[config.mk]
export PLATFORM = sky130hd
export DESIGN_NAME = num_stream_tx
export DESIGN_NICKNAME = d
export VERILOG_FILES = /design/src/rtl/num_stream_pkg.sv /design/src/rtl/num_table.sv /design/src/rtl/num_stream_tx.sv
export SDC_FILE = /design/constraint.sdc
export NUM_CORES = 1
export LEC_CHECK = 0
export BUFFER_PORTS_ARGS = -buffer_cell sky130_fd_sc_hd__buf_4
export CAP_MARGIN = 10
export CORE_MARGIN = 3
export CORE_UTILIZATION = 54
export DETAILED_ROUTE_END_ITERATION = 8
export GPL_TIMING_DRIVEN = 0
export PLACE_DENSITY_LB_ADDON = 0.2
export REMOVE_ABC_BUFFERS = 1
export SLEW_MARGIN = 15
export SYNTH_ARGS = -nofsm -noshare
export SYNTH_HDL_FRONTEND = slang
export SYNTH_SLANG_ARGS = --single-unit
[constraint.sdc]
create_clock -name clk -period 1.6 [get_ports clk]
set_input_delay 0.08 -clock clk [delete_from_list [all_inputs] [get_ports clk]]
set_output_delay 0.08 -clock clk [all_outputs]
set_load 0.1 [all_outputs]
[src/rtl/num_stream_pkg.sv]
// ============================================================================
// Module  : num_stream_pkg
// Brief   : Shared defaults, FSM state type and length clamp for num_stream_tx.
// Rev     : 1.0  initial release
// ============================================================================
`default_nettype none

package num_stream_pkg;

    localparam int DATA_W_DEF = 8;
    localparam int DEPTH_DEF  = 8;

    typedef enum logic [1:0] {
        IDLE = 2'd0,
        SEND = 2'd1,
        DONE = 2'd2
    } tx_state_t;

    // Requested element count clamped to the table size.
    function automatic int unsigned sat_len(input int unsigned len, input int unsigned depth);
        return (len > depth) ? depth : len;
    endfunction

endpackage

`default_nettype wire

[src/rtl/num_table.sv]
// ============================================================================
// Module  : num_table
// Brief   : DEPTH x DATA_W register file, synchronous write and clear,
//           combinational read.
// Rev     : 1.0  initial release
// ============================================================================
`default_nettype none

module num_table
    import num_stream_pkg::*;
#(
    parameter int DATA_W = DATA_W_DEF,
    parameter int DEPTH  = DEPTH_DEF,
    parameter int CNT_W  = $clog2(DEPTH)
) (
    input  logic              clk,
    input  logic              reset,
    input  logic              i_wr_en,
    input  logic [CNT_W-1:0]  i_wr_addr,
    input  logic [DATA_W-1:0] i_wr_data,
    input  logic [CNT_W-1:0]  i_rd_addr,
    output logic [DATA_W-1:0] o_rd_data
);

    logic [DATA_W-1:0] r_mem [DEPTH];

    always_ff @(posedge clk) begin
        if (reset) begin
            for (int i = 0; i < DEPTH; i++) begin
                r_mem[i] <= '0;
            end
        end else if (i_wr_en) begin
            r_mem[i_wr_addr] <= i_wr_data;
        end
    end

    assign o_rd_data = r_mem[i_rd_addr];

endmodule

`default_nettype wire

[src/rtl/num_stream_tx.sv]
// ============================================================================
// Module  : num_stream_tx
// Brief   : Loadable number table streamed out over valid/ready with last flag.
//           Optional macro NUM_STREAM_TX_SUM_EN adds the exp_sum running-sum port.
// Rev     : 1.0  initial release
// ============================================================================
`default_nettype none

module num_stream_tx
    import num_stream_pkg::*;
#(
    parameter int DATA_W = DATA_W_DEF,
    parameter int DEPTH  = DEPTH_DEF,
    localparam int CNT_W = $clog2(DEPTH)
) (
    input  logic              clk,
    input  logic              reset,
    input  logic              wr_en,
    input  logic [CNT_W-1:0]  wr_addr,
    input  logic [DATA_W-1:0] wr_data,
    output logic              wr_err,
    input  logic              start,
    input  logic [CNT_W:0]    len,
    output logic              busy,
    output logic              done,
    output logic              m_valid,
    input  logic              m_ready,
    output logic [DATA_W-1:0] m_data,
    output logic [CNT_W-1:0]  m_idx,
`ifdef NUM_STREAM_TX_SUM_EN
    output logic [DATA_W-1:0] exp_sum,
`endif
    output logic              m_last
);

    tx_state_t         r_state;
    logic [CNT_W:0]    r_len;
    logic [CNT_W-1:0]  r_idx;
    logic [DATA_W-1:0] r_data;
    logic              r_valid;
    logic              r_last;
    logic              r_wr_err;

    logic              w_idle;
    logic              w_tbl_we;
    logic              w_hs;
    logic [CNT_W:0]    w_eff_len;
    logic [CNT_W:0]    w_next_idx;
    logic [CNT_W-1:0]  w_rd_addr;
    logic [DATA_W-1:0] w_rd_data;
    logic [DATA_W-1:0] w_beat;

    assign w_idle     = (r_state == IDLE);
    assign w_tbl_we   = wr_en && w_idle;
    assign w_hs       = r_valid && m_ready;
    assign w_eff_len  = (CNT_W+1)'(sat_len(32'(len), DEPTH));
    assign w_next_idx = {1'b0, r_idx} + (CNT_W+1)'(1);

    // In IDLE the read port fetches beat 0; in SEND it prefetches the next beat.
    assign w_rd_addr  = w_idle ? '0 : w_next_idx[CNT_W-1:0];

    // A same-cycle write to entry 0 must be visible to the transfer it starts.
    assign w_beat = (w_tbl_we && (wr_addr == '0)) ? wr_data : w_rd_data;

    num_table #(
        .DATA_W (DATA_W),
        .DEPTH  (DEPTH),
        .CNT_W  (CNT_W)
    ) u_table (
        .clk       (clk),
        .reset     (reset),
        .i_wr_en   (w_tbl_we),
        .i_wr_addr (wr_addr),
        .i_wr_data (wr_data),
        .i_rd_addr (w_rd_addr),
        .o_rd_data (w_rd_data)
    );

    always_ff @(posedge clk) begin
        if (reset) begin
            r_state  <= IDLE;
            r_len    <= '0;
            r_idx    <= '0;
            r_data   <= '0;
            r_valid  <= 1'b0;
            r_last   <= 1'b0;
            r_wr_err <= 1'b0;
        end else begin
            r_wr_err <= wr_en && !w_idle;
            case (r_state)
                IDLE: begin
                    if (start) begin
                        r_len <= w_eff_len;
                        r_idx <= '0;
                        if (w_eff_len == '0) begin
                            r_state <= DONE;
                        end else begin
                            r_state <= SEND;
                            r_valid <= 1'b1;
                            r_data  <= w_beat;
                            r_last  <= (w_eff_len == (CNT_W+1)'(1));
                        end
                    end
                end
                SEND: begin
                    if (w_hs) begin
                        if (r_last) begin
                            r_state <= DONE;
                            r_valid <= 1'b0;
                            r_last  <= 1'b0;
                        end else begin
                            r_idx  <= w_next_idx[CNT_W-1:0];
                            r_data <= w_beat;
                            r_last <= ((w_next_idx + (CNT_W+1)'(1)) == r_len);
                        end
                    end
                end
                DONE: begin
                    r_state <= IDLE;
                end
                default: begin
                    r_state <= IDLE;
                end
            endcase
        end
    end

`ifdef NUM_STREAM_TX_SUM_EN
    logic [DATA_W-1:0] r_sum;

    always_ff @(posedge clk) begin
        if (reset) begin
            r_sum <= '0;
        end else if (w_idle && start) begin
            r_sum <= '0;
        end else if (w_hs) begin
            r_sum <= r_sum + r_data;
        end
    end

    assign exp_sum = r_sum;
`endif

    assign wr_err  = r_wr_err;
    assign busy    = !w_idle;
    assign done    = (r_state == DONE);
    assign m_valid = r_valid;
    assign m_data  = r_data;
    assign m_idx   = r_idx;
    assign m_last  = r_last;

endmodule

`default_nettype wire

==> metrics, run 1 <==
run status finished with violations; violated checks setup timing; post-synth cell types 51; Ys Warns 0; Routability Congestion 0.804; Final setup viols 2; Die X 94.2 µm; sequential-to-total area share from yosys stat 55.3%; worst-margin pin slew 0.921 ns; leakage 2.00 nW; synth cell count leaders 66 x and2_1, 64 x edfxtp_1, 30 x a21oi_1; Detailed Place HPWL 6480 µm; pwr/cell area 967 nW/µm²; antenna violations before repair 0; area grow syn2layout 26.0%; routed via count 3259; largest net degree at the start of global routing 32; DRT iter0 DRCs 274; CTS Buf Count 9; WHS 0.0141 ns; I/O Buffers 35; global route overflow 0; DRC errors left 0; crit share post-route 102%; minimum clock period 1.64 ns; htree depth 3; MaxCap Viol Count 0; Clock Skews 0.0108 ns; worst hold path type input port to flop; Clock Path Buffers 2; Fill cells 515; Overall Global Routing Usage 24.7%; io pins 36; post-synthesis register bit count 84; TritonCTS clock tree yes; Synth Area per Inst 11.1 µm²; diode count 0; Post-CTS Hold Fix Bufs 0; Final Power 5.12 mW; row cnt 31; top area cells in the synthesized netlist edfxtp_1 46%, and2_1 9.8%, dfxtp_1 9.5%; Vias/cell 5.89; Skew-Pair Late Insertion Delay 0.36 ns; placed cell count 498; max-slew violation count 0; area of the mapped netlist 4200 µm²; Yosys top cell area share 45.7%; Setup CP Type flop to flop; Finished Layout Cells 553; clk sink count 84; count leader, synth and2_1; Core Area 7410 µm²; TritonRoute pass-1 iters 5; final WL 11000 µm; Initial Util 56.7%; Root Buffer clkbuf_8; first-pass GRT wire length 16000 µm; CP startpoint kind flop; Slew headroom 38.0%; Synth async-reset ratio 0%; vias in the first global route 3109; area leader, netlist edfxtp_1; Syn Inst Count 380; Final ANT Viol Nets 0; critical path arrival 1.89 ns; Worst VDD drop 0.677 mV; setup TNS -0.0432 ns; Post-synth EDFFs 64; Die ar. 8870 µm²; Nets 471; fmax 611 MHz; post-place setup slack -1.26 ns; layout cell share with drive strength beyond 1 29.5%; CP Capture Type flop; Hold Fails Final Rpt 0; top_reg_cell synth edfxtp_1; Worst-path clk slew 0.09 ns; chip height 94.2 µm; setup ws final -0.0366 ns; Critical Path RT 1.85 ns; Worst Path Max Fanout 10; routed len/inst 19.9 µm; RSZ-0062 raised after global routing yes
[final timing paths]
check	slack, ns	startpoint	cells past startpoint	to
worst max-delay path	-0.04	r_state[0]$_SDFFE_PP0P_	6	m_data[7]$_SDFFE_PP0P_
worst min register to register	0.52	r_len[0]$_SDFFE_PP0P_	2	r_len[0]$_SDFFE_PP0P_
worst max register to register	-0.04	r_state[0]$_SDFFE_PP0P_	6	m_data[7]$_SDFFE_PP0P_
worst min-delay path	0.01	len[3]	3	r_len[3]$_SDFFE_PP0P_
[final cells by class]
cell class | count | area [µm²] | area share [%]
clock inverter | 7 | 97.6 | 1.84
inverter | 16 | 60.1 | 1.13
tap | 99 | 124 | 2.34
clock buffer | 9 | 124 | 2.34
timing repair buffer | 73 | 638 | 12.1
sequential | 84 | 2340 | 44.2
multi-input combinational | 265 | 1910 | 36.1
[cells by family after synthesis]
| logic type | share of synthesized area [%] |
|---|---|
| and+or+nand+nor | 22.5 |
| DFF | 55.3 |
| AOI/OAI and AO/OA | 12.2 |
| buffers and inverters | 4.05 |
| muxes | 4.59 |
| xor gates and xnor gates | 0.834 |
| adders and majority gates | 0.595 |
[flip-flops by register name (all words and copies together), names as in the netlist]
signal,cells
r_state,2
u_table.r_mem,64
m_idx,3
m_data,8
m_valid,1
m_last,1
wr_err,1
r_len,4
[what timing repair did]
item                       CTS  global route
hold endpoints to repair     0             0
setup endpoints to repair  143            80
pin swaps                   15            11
resized for setup           48            13
cloned                       1             2
buffers inserted            21            15
[placed cells by master (no fill, tap or decap), types with 5 or more instances in the layout]
master	netlist	final
and2_1	66	66
buf_4	1	65
edfxtp_1	64	64
a21oi_1	30	28
mux2i_1	17	17
nor3_1	19	16
dfxtp_1	20	16
nor2_1	21	15
inv_1	15	15
o21ai_1	7	10
a22oi_1	9	9
clkbuf_8	1	9
nor2_4	1	8
o211ai_1	8	8
a311oi_1	8	8
or2_4	0	7
or3_1	7	7
o21ai_0	10	7
nor2b_1	5	5
nand3_1	6	5
[worst max-delay path: stages (launching register included)]
cell and delay [ns]:
dfxtp_4 0.43, nor2_4 0.07, buf_12 0.14, a32oi_4 0.38, or3_1 0.17, o21ai_1 0.06, a311oi_1 0.28
[power breakdown]
part	switching, mW	internal (mW)
Sequential	0.0593	2.45
Clock	0.823	0.891
Combinational	0.599	0.296
[through the flow]
stage          instance area [µm²]  utilization, %
6_report                      5290            71.4
5_1_grt                       5290            71.4
4_1_cts                       5080            68.6
3_5_place_dp                  4510            60.8
3_3_place_gp                  4480            60.4
2_1_floorplan                 4090               -
[per-layer routing]
metal	track usage (%)	part of all wire, %
met5	0	0
met4	12.0	3.5
met3	5.45	9.5
met2	38.8	48
met1	32.3	39
Note: power is estimated with default switching activity, not from simulation.
==> inputs of run 2 (changes only) <==
CORE_MARGIN = default   (was 3)
==> run 2 against run 1 <==
Net effect: the flow still finishes with violations (setup timing); combinational power grew 2.3%; total power is essentially flat; non-clock buffer count grew 2; largest power group unchanged; critical endpoint is now m_data[1]$_SDFFE_PP0P_; wire length grew 4.9%; die area shrank 8.3%; final cell count grew 0.90%; largest cell class unchanged.
==> metrics, run 2 (synthesis gave the netlist of run 1 again) <==
I/O Buffers 35; Top Family by Delay on Critical Path compound AO/OA/AOI/OAI gates; area grow syn2layout 27.7%; final WL 11500 µm; DRT iter0 DRCs 307; Finished Cell Area 5360 µm²; clk sink count 84; CP startpoint kind flop; Worst-path clk slew 0.09 ns; violated checks setup timing; RSZ-0062 raised after global routing yes; leakage 2.01 nW; top routing layer used met4; Area after DPL 4510 µm²; critical path's largest stage delay 0.44 ns; Skew-Pair Late Insertion Delay 0.37 ns; routed via count 3389; pwr/cell area 953 nW/µm²; CTS Buf Count 9; Die X 90.2 µm; Worst VDD drop 0.540 mV; worst-margin pin slew 1.14 ns; fmax 552 MHz; crit path cell chain nor2_4 -> buf_4 -> buf_4 -> nor3_1 -> a21oi_1 -> o21ai_0 -> a311oi_2; worst hold path type input port to flop; Final ANT Viol Nets 0; most frequent cells in the layout 66 x and2_1, 66 x buf_4, 64 x edfxtp_1; row cnt 31; Detailed Place HPWL 6360 µm; chip height 90.2 µm; Worst Path Max Fanout 10; met3 wire length 887 µm; TritonRoute pass-1 iters 5; io pins 36; run status finished with violations; htree depth 3; vias in the first global route 3163; DR WL met2 5730 µm; wire length on met1 4500 µm; Critical Path RT 1.83 ns; Die ar. 8140 µm²; first-pass GRT wire length 16500 µm; max-slew violation count 0; Root Buffer clkbuf_8; Clock Skews 0.0100 ns; Top reg by flops u_table.r_mem; diode count 0; Hold Fails Final Rpt 0; Seq pwr share 49.2%; routed len/inst 20.7 µm; Clock Path Buffers 2; largest net degree at the start of global routing 30; crit share post-route 113%; Switching Share 28.8%; TritonCTS clock tree yes; Overall Global Routing Usage 27.1%; Final setup viols 8; Initial Util 57.0%; net switching power 1.47 mW; Slew headroom 23.4%; CP Capture Type flop; setup ws final -0.212 ns; antenna violations before repair 0; crit-path most repeated cell buf_4; max FFs per register 64; slowest stage cell, crit path dfxtp_4; Clk network pwr share 32.9%; Setup CP Type flop to flop; worst path bufs/invs 2; Routability Congestion 0.851; combinational power share 17.9%; Nets 476; Vias/cell 6.07; internal power 3.64 mW; post-place setup slack -1.26 ns; Fill cells 519; DRC errors left 0; minimum clock period 1.81 ns; critical path arrival 2.04 ns; global route overflow 0; MaxCap Viol Count 0; layout cell share with drive strength beyond 1 30.1%; Core Area 7370 µm²
-- run 2: changes by cell type in the layout (fill, tap and decap cells not counted), sizes merged --
cell / change
inv: -3
clkinv: +2
buf: +1
clkbuf: +1
dlygate4sd3: +1
nand2: +1
nand3: +1
o21ai: +1
-- run 2: path summary, 6_finish.rpt --
| check | start | to | slack [ns] | depth (start not counted) |
|---|---|---|---|---|
| worst min-delay path | len[3] | r_len[2]$_SDFFE_PP0P_ | 0.06 | 4 |
| worst max-delay path | r_state[1]$_SDFFE_PP0P_ | m_data[1]$_SDFFE_PP0P_ | -0.21 | 7 |
| worst max register to register | r_state[1]$_SDFFE_PP0P_ | m_data[1]$_SDFFE_PP0P_ | -0.21 | 7 |
| worst min register to register | m_idx[1]$_SDFFE_PP0P_ | m_idx[1]$_SDFFE_PP0P_ | 0.54 | 2 |
-- run 2: worst register-to-register path, cell delays in order (launching register included) --
cell      delay (ns)
dfxtp_4         0.44
nor2_4          0.07
buf_4           0.13
buf_4           0.17
nor3_1          0.28
a21oi_1         0.08
o21ai_0         0.35
a311oi_2        0.16
-- run 2: per-layer routing --
metal  vias to the layer above  track usage (%)
li1                       1535                -
met1                      1638             34.4
met2                       185             44.3
met3                        31             5.25
met4                         0             13.4
met5                         -                0
-- run 2: area by class of cell --
type                            instances  area (µm²)  share of cell area [%]
Tap cell                               99         124                    2.31
Timing Repair Buffer                   75         652                    12.2
Multi-Input combinational cell        268        1980                    36.8
Clock inverter                          6        88.8                    1.66
Sequential cell                        84        2340                    43.6
Inverter                               16        60.1                    1.12
Clock buffer                           10         128                    2.38
-- run 2: per-stage QoR --
| stage | power, mW | hold slack (ns) | utilization [%] | std cells | setup TNS, ns |
|---|---|---|---|---|---|
| after detailed placement | 3.30 | 0.373 | 61.2 | 498 | -83.10 |
| after global placement | 3.28 | 0.366 | 60.8 | 497 | -90.20 |
| after CTS | 5.01 | 0.0493 | 68.5 | 531 | -0.0731 |
| after floorplan | 3.07 | 0.149 | - | 363 | -34.09 |
| after global routing | 5.28 | 0.0719 | 72.8 | 558 | -1.40 |
| final | 5.11 | 0.0619 | 72.8 | 558 | -0.544 |
-- run 2: power groups by stage --
stage	clock network [mW]	logic (mW)	registers [mW]
6_report	1.68	0.916	2.52
5_1_grt	1.79	0.966	2.53
4_1_cts	1.68	0.814	2.51
3_5_place_dp	0	0.730	2.57
3_3_place_gp	0	0.707	2.57
2_1_floorplan	0	0.302	2.76
-- run 2: timing repair --
| item | in CTS | in global routing |
|---|---|---|
| endpoints found under the hold margin | 1 | 0 |
| cloned | 3 | 3 |
| pin swaps | 10 | 17 |
| hold buffers | 1 | 0 |
| setup endpoints to repair | 143 | 66 |
| resized for setup | 48 | 16 |
| buffers inserted | 13 | 24 |
